$ cat src/rtl/periph_irq_pkg.sv
// Shared constants for the peripheral interrupt router: register word
// indices, default line count and the per-source trigger mode encoding.
package periph_irq_pkg;

   localparam int NLINES_DEFAULT = 15;

   localparam logic [7:0] IRQ_STATUS_ADDR = 8'h00;
   localparam logic [7:0] IRQ_CLEAR_ADDR  = 8'h01;
   localparam logic [7:0] IRQ_ENABLE_ADDR = 8'h02;
   localparam logic [7:0] IRQ_MODE_ADDR   = 8'h03;
   localparam logic [7:0] IRQ_RAW_ADDR    = 8'h04;
   localparam logic [7:0] IRQ_LINES_ADDR  = 8'h05;

   typedef enum logic {
      IRQ_MODE_LEVEL = 1'b0,
      IRQ_MODE_EDGE  = 1'b1
   } irq_mode_e;

endpackage

$ cat src/rtl/irq_sync_edge.sv
// Two-flop synchroniser for one asynchronous interrupt request, plus a
// one-cycle rise pulse taken from the synchronised level.
module irq_sync_edge (
   input  logic PCLK,
   input  logic PRESETn_synch,
   input  logic irq_in,
   output logic sync_o,
   output logic rise_o
);

   logic s1_q, s1_d;
   logic s2_q, s2_d;
   logic s2_prev_q, s2_prev_d;

   always_comb begin
      s1_d      = irq_in;
      s2_d      = s1_q;
      s2_prev_d = s2_q;
   end

   always_ff @(posedge PCLK or negedge PRESETn_synch) begin
      if (!PRESETn_synch) begin
         s1_q      <= 1'b0;
         s2_q      <= 1'b0;
         s2_prev_q <= 1'b0;
      end else begin
         s1_q      <= s1_d;
         s2_q      <= s2_d;
         s2_prev_q <= s2_prev_d;
      end
   end

   assign sync_o = s2_q;
   assign rise_o = s2_q & ~s2_prev_q;

endmodule

$ cat src/rtl/periph_irq_router.sv
// APB-programmable router: latches per-source pending bits (edge or level)
// and ORs enabled sources onto CPU lines through each source's mapping vector.
module periph_irq_router
   import periph_irq_pkg::*;
#(
   parameter int          NSRC           = 4,
   parameter int          NLINES         = NLINES_DEFAULT,
   parameter logic [31:0] DEFAULT_ENABLE = 32'd0,
   parameter logic [31:0] DEFAULT_MODE   = 32'd0
) (
   input  logic                   PCLK,
   input  logic                   PRESETn_synch,
   input  logic                   PSEL,
   input  logic                   PENABLE,
   input  logic [9:2]             PADDR,
   input  logic                   PWRITE,
   input  logic [31:0]            PWDATA,
   output logic                   PREADY,
   output logic [31:0]            PRDATA,
   input  logic [NSRC-1:0]        src_irq,
   input  logic [NSRC*NLINES-1:0] src_map,
   output logic [NLINES-1:0]      cpu_irq
);

   logic [NSRC-1:0]   s2;
   logic [NSRC-1:0]   rise;
   logic [NSRC-1:0]   pending_q, pending_d;
   logic [NSRC-1:0]   enable_q, enable_d;
   logic [NSRC-1:0]   mode_q, mode_d;
   logic [NLINES-1:0] cpu_irq_q, cpu_irq_d;
   logic              pready_q, pready_d;
   logic [31:0]       prdata_q, prdata_d;
   logic [9:2]        rd_addr_q, rd_addr_d;

   logic              wr_acc, rd_setup, rd_load;
   logic [NSRC-1:0]   clr;
   logic [31:0]       rd_val;
   logic              unused_pwdata;

   assign unused_pwdata = ^PWDATA;

   for (genvar g = 0; g < NSRC; g++) begin : g_sync
      irq_sync_edge u_sync (
         .PCLK          (PCLK),
         .PRESETn_synch (PRESETn_synch),
         .irq_in        (src_irq[g]),
         .sync_o        (s2[g]),
         .rise_o        (rise[g])
      );
   end

   always_comb begin
      wr_acc   = PSEL & PENABLE & PWRITE;
      rd_setup = PSEL & ~PENABLE & ~PWRITE;
      // Only the first access cycle (PREADY still low) loads read data.
      rd_load  = PSEL & PENABLE & ~PWRITE & ~pready_q;

      clr      = (wr_acc && PADDR == IRQ_CLEAR_ADDR) ? PWDATA[NSRC-1:0] : '0;
      enable_d = (wr_acc && PADDR == IRQ_ENABLE_ADDR) ? PWDATA[NSRC-1:0] : enable_q;
      mode_d   = (wr_acc && PADDR == IRQ_MODE_ADDR) ? PWDATA[NSRC-1:0] : mode_q;

      // A rise in the same cycle as a clear keeps the source pending.
      pending_d = '0;
      for (int i = 0; i < NSRC; i++) begin
         if (mode_q[i] == IRQ_MODE_EDGE)
            pending_d[i] = rise[i] | (pending_q[i] & ~clr[i]);
         else
            pending_d[i] = s2[i];
      end

      cpu_irq_d = '0;
      for (int i = 0; i < NSRC; i++) begin
         if (pending_q[i] && enable_q[i])
            cpu_irq_d = cpu_irq_d | src_map[i*NLINES +: NLINES];
      end

      rd_val = '0;
      case (rd_addr_q)
         IRQ_STATUS_ADDR: rd_val[NSRC-1:0]   = pending_q;
         IRQ_ENABLE_ADDR: rd_val[NSRC-1:0]   = enable_q;
         IRQ_MODE_ADDR:   rd_val[NSRC-1:0]   = mode_q;
         IRQ_RAW_ADDR:    rd_val[NSRC-1:0]   = s2;
         IRQ_LINES_ADDR:  rd_val[NLINES-1:0] = cpu_irq_q;
         default:         rd_val             = '0;
      endcase

      pready_d  = 1'b1;
      prdata_d  = '0;
      rd_addr_d = rd_addr_q;
      if (rd_setup) begin
         pready_d  = 1'b0;
         rd_addr_d = PADDR;
      end else if (rd_load) begin
         prdata_d = rd_val;
      end
   end

   always_ff @(posedge PCLK or negedge PRESETn_synch) begin
      if (!PRESETn_synch) begin
         pending_q <= '0;
         enable_q  <= DEFAULT_ENABLE[NSRC-1:0];
         mode_q    <= DEFAULT_MODE[NSRC-1:0];
         cpu_irq_q <= '0;
         pready_q  <= 1'b1;
         prdata_q  <= '0;
         rd_addr_q <= '0;
      end else begin
         pending_q <= pending_d;
         enable_q  <= enable_d;
         mode_q    <= mode_d;
         cpu_irq_q <= cpu_irq_d;
         pready_q  <= pready_d;
         prdata_q  <= prdata_d;
         rd_addr_q <= rd_addr_d;
      end
   end

   assign PREADY  = pready_q;
   assign PRDATA  = prdata_q;
   assign cpu_irq = cpu_irq_q;

endmodule

$ cat config.mk
export PLATFORM = sky130hd
export DESIGN_NAME = periph_irq_router
export DESIGN_NICKNAME = d
export VERILOG_FILES = /design/src/rtl/periph_irq_pkg.sv /design/src/rtl/irq_sync_edge.sv /design/src/rtl/periph_irq_router.sv
export SDC_FILE = /design/constraint.sdc
export NUM_CORES = 1
export LEC_CHECK = 0
export CORE_MARGIN = 2
export CORE_UTILIZATION = 41
export DETAILED_ROUTE_END_ITERATION = 7
export DONT_BUFFER_PORTS = 1
export GPL_ROUTABILITY_DRIVEN = 0
export GPL_TIMING_DRIVEN = 1
export SLEW_MARGIN = 20
export SYNTH_ARGS = -nofsm -noshare
export SYNTH_HDL_FRONTEND = slang
export SYNTH_HIERARCHICAL = 1
export SYNTH_SLANG_ARGS = --single-unit
export TNS_END_PERCENT = 5
$ cat constraint.sdc
create_clock -name PCLK -period 2.1 [get_ports PCLK]
set_input_delay 0.42 -clock PCLK [delete_from_list [all_inputs] [get_ports PCLK]]
set_output_delay 0.42 -clock PCLK [all_outputs]
set_load 0.05 [all_outputs]
# == After elaboration in Yosys (flattened, before gate mapping) ==
# Index checks and enable logic that the tools add are counted.
# word_totals
reg_bits,80
in_bits,109
output_inout_bits,48
# op_classes
n_eq_ne,7
n_mux,14
n_bitwise,32
reduce_logical,8
# op_table
cell,n
two-way mux 15 bit,6
OR 15 bit,3
== test 8 x 2 -> 1 bit (second input constant),4
case mux 4 bit (5 select lines),1
== test 8 x 3 -> 1 bit (second input constant),2
bitwise AND 1 bit,14
two-way mux 11 bit,1
inverter 1 bit,11
== test 8 x 1 -> 1 bit (second input constant),1
logical NOT 8 bit,1
logical AND 1 bit,7
two-way mux 1 bit,5
two-way mux 4 bit,1
OR 1 bit,4

# == Logic depth before layout (Yosys ltp) ==
# Gate-level depths: netlist (run 1).
# logic_depth
word_depth,8
depth_mapped,5

# == Cells and area by module ==
# Netlist (run 1), hierarchy kept.
# by_module_without_submodules
module,instances,cells_each,area_per_inst_um2
periph_irq_router,1,216,2469.9
irq_sync_edge,4,4,88.8

# == Worst setup path after synthesis (run 1) ==
# OpenSTA, ideal clock, no wires.
# synth_timing
kind,input to register
from,input PADDR[7] (netlist bit)
to,register enable_q[0]
setup_time_ns,0.125
t_arrival_ns,1.614
t_required_ns,1.975
slack_ns,0.361
cell_stages,3
cell_sequence,or4_4 > nor3_2 > mux2_2
# synth_between
elab_chain_cells,2
# synth_lines
item,line,rtl
"start, declared",periph_irq_router.sv:15,"input logic [9:2] PADDR,"
== test 8 x 2 -> 1 bit,periph_irq_router.sv:59,enable_d = (wr_acc && PADDR == IRQ_ENABLE_ADDR) ? PWDATA[NSRC-1:0] : enable_q;
logical AND 1 bit,periph_irq_router.sv:59,
"end signal, assigned",periph_irq_router.sv:101,enable_q <= DEFAULT_ENABLE[NSRC-1:0];
"end signal, assigned",periph_irq_router.sv:109,enable_q <= enable_d;
"end, declared",periph_irq_router.sv:28,"logic [NSRC-1:0] enable_q, enable_d;"
# Every way passes these cells.
# A chain may end at the register's enable or synchronous reset.

# == Final worst setup path (run 1) ==
# layout_timing
from,register rd_addr_q[6] (netlist bit)
to,register prdata_q[3] (netlist: PRDATA[3])
# layout_between
elab_chain_cells,4
word_cells_on_any_way,8
# layout_lines
item,line,rtl
"start, declared",periph_irq_router.sv:33,"logic [9:2] rd_addr_q, rd_addr_d;"
"start signal, assigned",periph_irq_router.sv:114,rd_addr_q <= rd_addr_d;
"== test 8 x 3 -> 1 bit, or another cell as far along",periph_irq_router.sv:78,case (rd_addr_q)
case mux 4 bit (5 select lines) (*),periph_irq_router.sv:78,
two-way mux 15 bit (*),periph_irq_router.sv:93,end else if (rd_load) begin
two-way mux 15 bit (*),periph_irq_router.sv:90,if (rd_setup) begin
net prdata_d[3],periph_irq_router.sv:32,"logic [31:0] prdata_q, prdata_d;"
"end signal, assigned",periph_irq_router.sv:113,prdata_q <= prdata_d;
"end, declared",periph_irq_router.sv:32,
# Mark *: on every way through the listed nets, which the timed path passes. The rest lies on a longest branch.

==> results.ini, run 1 <==
[grt]
grt_pass1_wl_um = 8840
gr-total-overflow = 0
grt_pass1_vias = 1647
antenna_found_initial = 0
grt_usage_pct = 16.3
grt_max_degree = 64

[logic_synthesis]
ys_seq_area_share_pct = 55.8
synth_seq_cells = 63
synthCells = 232
synth.cell_area_sq_mm = 0.00283
synthFlopType = dfrtp_1
synth_cell_types = 37
synth_edf_count = 0
synth_top_area_share_pct = 54.9
avgSynthCellArea_sq_um = 12.2
synthTopCellsByArea = dfrtp_1 (55%), a22oi_1 (8.0%), mux2_2 (6.0%)
yosys.area.top_type = dfrtp_1
yosys_warnings = 6
synthArstFlopShare_pct = 100

[pwr]
p_clk_share_pct = 41.7
p_sw_w = 0.000668
internal-power_w = 0.00201
seqPwrFrac_pct = 50.2
sw_frac_of_total_pct = 24.9
total_power_w = 0.00268
combPwrFrac_pct = 8.1
ir_drop_mv = 0.454
p_leak_nw = 1.43
p_per_area_mw_per_mm2 = 872

[setup_path]
path_class = register to register
cpMaxStageDelayCell = or4_4
max_stage_delay_ns = 0.55
worstReg2RegEnd = PRDATA[3]$_DFF_PN0_
cp.arrival_ns = 1.96
crit_chain = or4_4, nor3_1, o2111a_1
worstSetupStartpointType = register
crit_fanout = 4
crit_path_end_kind = register
r2r-start = rd_addr_q[6]$_DFFE_PN0P_
required_ns = 2.37
critPathTopFamily = simple AND/OR/NAND/NOR gates
r2r_cells = 3
reg2reg_slack_ns = 0.42
path_buf_inv = 0

[sta]
clock_skew_ns = 0.00544
min_period_ns = 1.68
worstMarginPinSlew_ns = 0.678
timing.final.crit_share_pct = 80.1
fmax_ghz = 0.594
whs_ns = 0.106
setup_viol_count_final = 0
relSlewSlack_pct = 54.8
finalSetupTns_ns = 0
slew_violations = 0
finalHoldViolCount = 0
rsz0062_at_grt = no

[route]
vias = 1747
wl_um = 5920
avgViaCountPerCell = 5.43
ant_nets = 0
firstDrtPassIters = 4
drc = 0
wire_per_inst_um = 18.4
drtIter0Drc = 90

[finish]
areaGrowthSynthToFinish_pct = 8.77
fin_cells = 322
drive_above_1_share_pct = 25.6
fill_cells = 583
fin_nets = 346
stdcell_area_sq_mm = 0.00307
antenna_cells = 0

[hold_path]
hold_path.class = input port to register
worstHoldStart = src_irq[1]
worstHoldPathCells = 0
holdPathEnd = g_sync[1].u_sync/s1_q$_DFF_PN0_

[place]
place_area_sq_mm = 0.00282
dp_hpwl_um = 4170
io_buffers = 0
dp_cells = 304

[clock_tree]
insertion_delay_ns = 0.34
clockRootBuffer = clkbuf_8
htree_levels = 3
cts_setup_buffers = 0
cts_buffers = 9
clockBufferDepth = 2
holdBufCountCts = 2
postCtsResizedCells = 0
path_clk_slew_ns = 0.07
cts_sinks = 63
cts_tree = done

[floorplan]
start_util_pct = 42.0
fp-row-count = 30
pin_count = 157
die_area_sq_mm = 0.00757
die_h_um = 87.0
fp.coreArea_sq_mm = 0.00672
die_x_um = 87.0

[job]
drv_cap = 0

[status]
run_status = completed

-- worst reg2reg max path: stages (launching register included) --
cell and delay (ns):
dfrtp_1 0.38, or4_4 0.55, nor3_1 0.44, o2111a_1 0.25
-- cell usage after synthesis, types with 3 or more instances --
master / number
a21oi_1: 4
a22o_2: 3
a22oi_1: 30
and2_1: 5
and2_2: 10
buf_4: 17
clkbuf_1: 9
dfrtp_1: 62
mux2_2: 15
mux2i_1: 7
nand2_1: 22
nand2b_1: 4
nor2_1: 4
nor2b_4: 4
o22ai_1: 7
-- kinds of logic (layout without fill, tap and decap cells) --
family | Yosys count | after routing | share of synthesized area [%]
AND/OR/NAND/NOR | 67 | 67 | 15.9
flip-flops | 63 | 63 | 55.8
buffers and inverters | 31 | 25 | 7.35
AO/OA/AOI/OAI | 48 | 48 | 12.3
multiplexers | 22 | 22 | 8.46
other | 1 | 17 | 0.133
-- cells in the final DEF, fill, tap and decap left out, types with 2 or more instances in the layout --
cell type,instances
conb_1,17
o22ai_1,7
clkinv_2,2
clkbuf_8,9
nor2b_4,4
nor3_2,2
or4_4,2
and2_1,5
bufinv_16,2
nand2b_1,4
buf_4,5
nand3b_1,2
mux2i_1,7
nand2_1,22
clkinvlp_4,2
inv_1,2
nor2_1,4
mux2_2,15
a22oi_1,30
dfrtp_1,62
and2_2,10
nor3_1,2
a21oi_1,4
o21ai_0,2
a22o_2,3
-- metal layers --
metal  GRT usage, %  routed length (um)  share of wire, %
met1           19.1                2420                41
met2           25.9                2900                49
met3           7.77                 526               8.9
met4           5.97                  76               1.3
met5              0                   0                 0
-- area by class of cell --
class,instances,area (sq um),share of cell area [%]
Timing Repair Buffer,7,75.1,2.44
Clock buffer,10,128,4.15
Tap cell,80,100,3.26
Inverter,2,7.51,0.244
Clock inverter,6,85.1,2.77
Sequential cell,63,1580,51.3
Multi-Input combinational cell,154,1100,35.8
-- sequential cells by signal, summed over array words and instances (netlist names) --
signal / flops
PRDATA: 15
cpu_irq: 15
rd_addr_q: 8
enable_q: 4
g_sync.u_sync/s1_q: 4
g_sync.u_sync/s2_prev_q: 4
g_sync.u_sync/sync_o: 4
mode_q: 4
pending_q: 4
PREADY: 1
-- worst max path at each step --
| stage | startpoint | end | cells past startpoint |
|---|---|---|---|
| after CTS | rd_addr_q[6]$_DFFE_PN0P_ | PRDATA[3]$_DFF_PN0_ | 3 |
| after detailed placement | PADDR[7] | mode_q[0]$_DFFE_PN0P_ | 4 |
| after global routing | rd_addr_q[6]$_DFFE_PN0P_ | PRDATA[2]$_DFF_PN0_ | 4 |
| after global placement | PADDR[7] | mode_q[3]$_DFFE_PN0P_ | 4 |
| final | rd_addr_q[6]$_DFFE_PN0P_ | PRDATA[3]$_DFF_PN0_ | 3 |
| after floorplan | PADDR[7] | enable_q[0]$_DFFE_PN0P_ | 3 |
-- power groups by stage --
stage / clock, W / sequential [W] / combinational [W]
finish: 0.00112 / 0.00134 / 0.000216
global route: 0.00121 / 0.00135 / 0.000237
CTS: 0.00116 / 0.00134 / 0.000219
detailed placement: 0 / 0.00137 / 0.000185
global placement: 0 / 0.00136 / 0.000184
floorplan: 0 / 0.00134 / 0.000227
-- metrics by stage --
| stage | setup WS [ns] | utilization, % |
|---|---|---|
| CTS | 0.389 | 45.7 |
| global placement | 0.305 | 42.0 |
| detailed placement | 0.308 | 42.0 |
| finish | 0.418 | 45.7 |
| global route | 0.319 | 45.7 |
| floorplan | 0.361 | - |
Note: power is estimated with default switching activity, not from simulation.
==> run 2: changes to the inputs <==
==> constraint.sdc (replaced) <==
create_clock -name PCLK -period 1.45 [get_ports PCLK]
set_input_delay 0.29 -clock PCLK [delete_from_list [all_inputs] [get_ports PCLK]]
set_output_delay 0.29 -clock PCLK [all_outputs]
set_load 0.05 [all_outputs]
==> run 2 against run 1 <==
Net effect: the run now ends with negative hold slack, negative setup slack left; via count increased by 2.9%; sequential share of layout area decreased by 0.96 points; core utilization increased by 0.88 points; sequential cell count unchanged; combinational power increased by 57%; critical path depth increased by 1; worst hold slack got worse by 0.46 ns; highest routed layer unchanged.
==> results.ini, run 2 (synthesis results as in run 1) <==
[clock_tree]
cts_buffers = 9
clockRootBuffer = clkbuf_8
holdBufCountCts = 4
cts_tree = done
insertion_delay_ns = 0.33
htree_levels = 3
clockBufferDepth = 2
cts_sinks = 63
path_clk_slew_ns = 0.07

[setup_path]
reg2reg_slack_ns = -0.12
crit_chain = or4_4, nor4_4, buf_6, and2_2
required_ns = 1.72
cpMaxStageDelayCell = or4_4
crit_path_end_kind = register
r2r-start = rd_addr_q[9]$_DFFE_PN0P_
r2r_cells = 4
cp.arrival_ns = 1.84
path_class = register to register
worstSetupStartpointType = register
crit_fanout = 14
max_stage_delay_ns = 0.53
worstReg2RegEnd = PRDATA[11]$_DFF_PN0_

[sta]
layout_setup_ws_ns = -0.123
slew_violations = 0
rsz0062_at_grt = yes
finalHoldViolCount = 63
min_period_ns = 1.57
whs_ns = -0.352
worstMarginPinSlew_ns = 0.713
clock_skew_ns = 0.0107
fmax_ghz = 0.636
setup_viol_count_final = 15
timing.final.crit_share_pct = 108
relSlewSlack_pct = 52.4

[grt]
grt_pass1_vias = 1682
grt_usage_pct = 16.1
gr-total-overflow = 0
antenna_found_initial = 0
grt_pass1_wl_um = 8940
grt_max_degree = 64

[pwr]
ir_drop_mv = 0.674
p_per_area_mw_per_mm2 = 1240
sw_frac_of_total_pct = 23.9
seqPwrFrac_pct = 49.4
total_power_w = 0.00387
combPwrFrac_pct = 8.8
p_sw_w = 0.000924
p_clk_share_pct = 41.8
internal-power_w = 0.00294
p_leak_nw = 1.49

[finish]
multi_input_area_sq_mm = 0.00112
fill_cells = 620
drive_above_1_share_pct = 27.1
final_core_util_pct = 46.6
final_common_cell = dfrtp_1
fin_cells = 327
most-common-layout-cells = dfrtp_1 (62), a22oi_1 (30), nand2_1 (22)
fin_nets = 352
antenna_cells = 0
regArea_sq_mm = 0.00158
areaGrowthSynthToFinish_pct = 10.9

[route]
drc = 0
vias = 1797
wl_um = 5960
wire_per_inst_um = 18.2
firstDrtPassIters = 4
ant_nets = 0
drtIter0Drc = 110
avgViaCountPerCell = 5.50

[status]
run_status = finished with violations
violations = negative hold slack, negative setup slack

[floorplan]
die_h_um = 87.0
fp.coreArea_sq_mm = 0.00672
die_x_um = 87.0
pin_count = 157
die_area_sq_mm = 0.00757
fp-row-count = 30
start_util_pct = 42.0

[job]
drv_cap = 0

[hold_path]
hold_path.class = input port to asynchronous set/reset pin

[place]
io_buffers = 0
dp_hpwl_um = 4260
dp_cells = 308

[run 2: cell count changes in the layout (fill, tap and decap cells not counted), moves of 2 or more]
| cell | change |
|---|---|
| buf_4 | +3 |
| clkbuf_8 | +4 |
| clkinv_2 | -2 |
| dlygate4sd3_1 | +3 |
| nor3_2 | -2 |
| nor3_4 | +2 |
[run 2: worst max-delay path by stage]
stage / startpoint / end / slack [ns] / cells past startpoint
final: rd_addr_q[9]$_DFFE_PN0P_ / PRDATA[11]$_DFF_PN0_ / -0.12 / 4
after floorplan: rd_addr_q[9]$_DFFE_PN0P_ / PRDATA[10]$_DFF_PN0_ / -0.12 / 4
after global placement: PADDR[5] / mode_q[3]$_DFFE_PN0P_ / -0.26 / 3
after CTS: rd_addr_q[9]$_DFFE_PN0P_ / PRDATA[11]$_DFF_PN0_ / -0.14 / 4
after global routing: rd_addr_q[9]$_DFFE_PN0P_ / PRDATA[11]$_DFF_PN0_ / -0.19 / 4
after detailed placement: PADDR[5] / mode_q[3]$_DFFE_PN0P_ / -0.26 / 3
[run 2: power groups by stage]
stage	registers [W]	logic, W	clock network [W]
5_1_grt	0.00192	0.000364	0.00175
6_report	0.00191	0.000340	0.00162
3_5_place_dp	0.00194	0.000332	0
4_1_cts	0.00191	0.000341	0.00167
2_1_floorplan	0.00193	0.000332	0
3_3_place_gp	0.00194	0.000329	0
[run 2: per-stage QoR]
step / worst slack, ns / TNS [ns] / cell area (sq um)
2_1_floorplan: -0.121 / -2.18 / 2900
5_1_grt: -0.189 / -2.54 / 3130
3_3_place_gp: -0.258 / -3.68 / 2870
3_5_place_dp: -0.258 / -4.04 / 2870
6_report: -0.123 / -1.55 / 3130
4_1_cts: -0.142 / -1.77 / 3130
[run 2: layout make-up]
class                   instances  share of cell area (%)
well taps                      80                    3.20
flip-flops and latches         63                    50.4
inverters                       2                   0.240
clock buffers                  13                    5.71
repair buffers                 13                    3.56
multi-input cells             154                    35.7
clock inverters                 2                    1.20
[run 2: timing repair]
item	in CTS	in global routing
hold endpoints to repair	67	63
setup buffers	0	0
endpoints found under the setup margin	15	17
resized for setup	1	2
[run 2: layer usage]
layer	part of all wire (%)	global-route usage, %	wire (um)
met5	0	0	0
met4	1.6	6.53	94
met3	8.8	6.35	523
met2	48	25.1	2860
met1	42	20.0	2480
[run 2: critical path: cells and delay by family (launching register included)]
| family | cells | cell delay, ns |
|---|---|---|
| AND/OR/NAND/NOR | 3 | 0.95 |
| buffers and inverters | 1 | 0.18 |
| flip-flops | 1 | 0.38 |
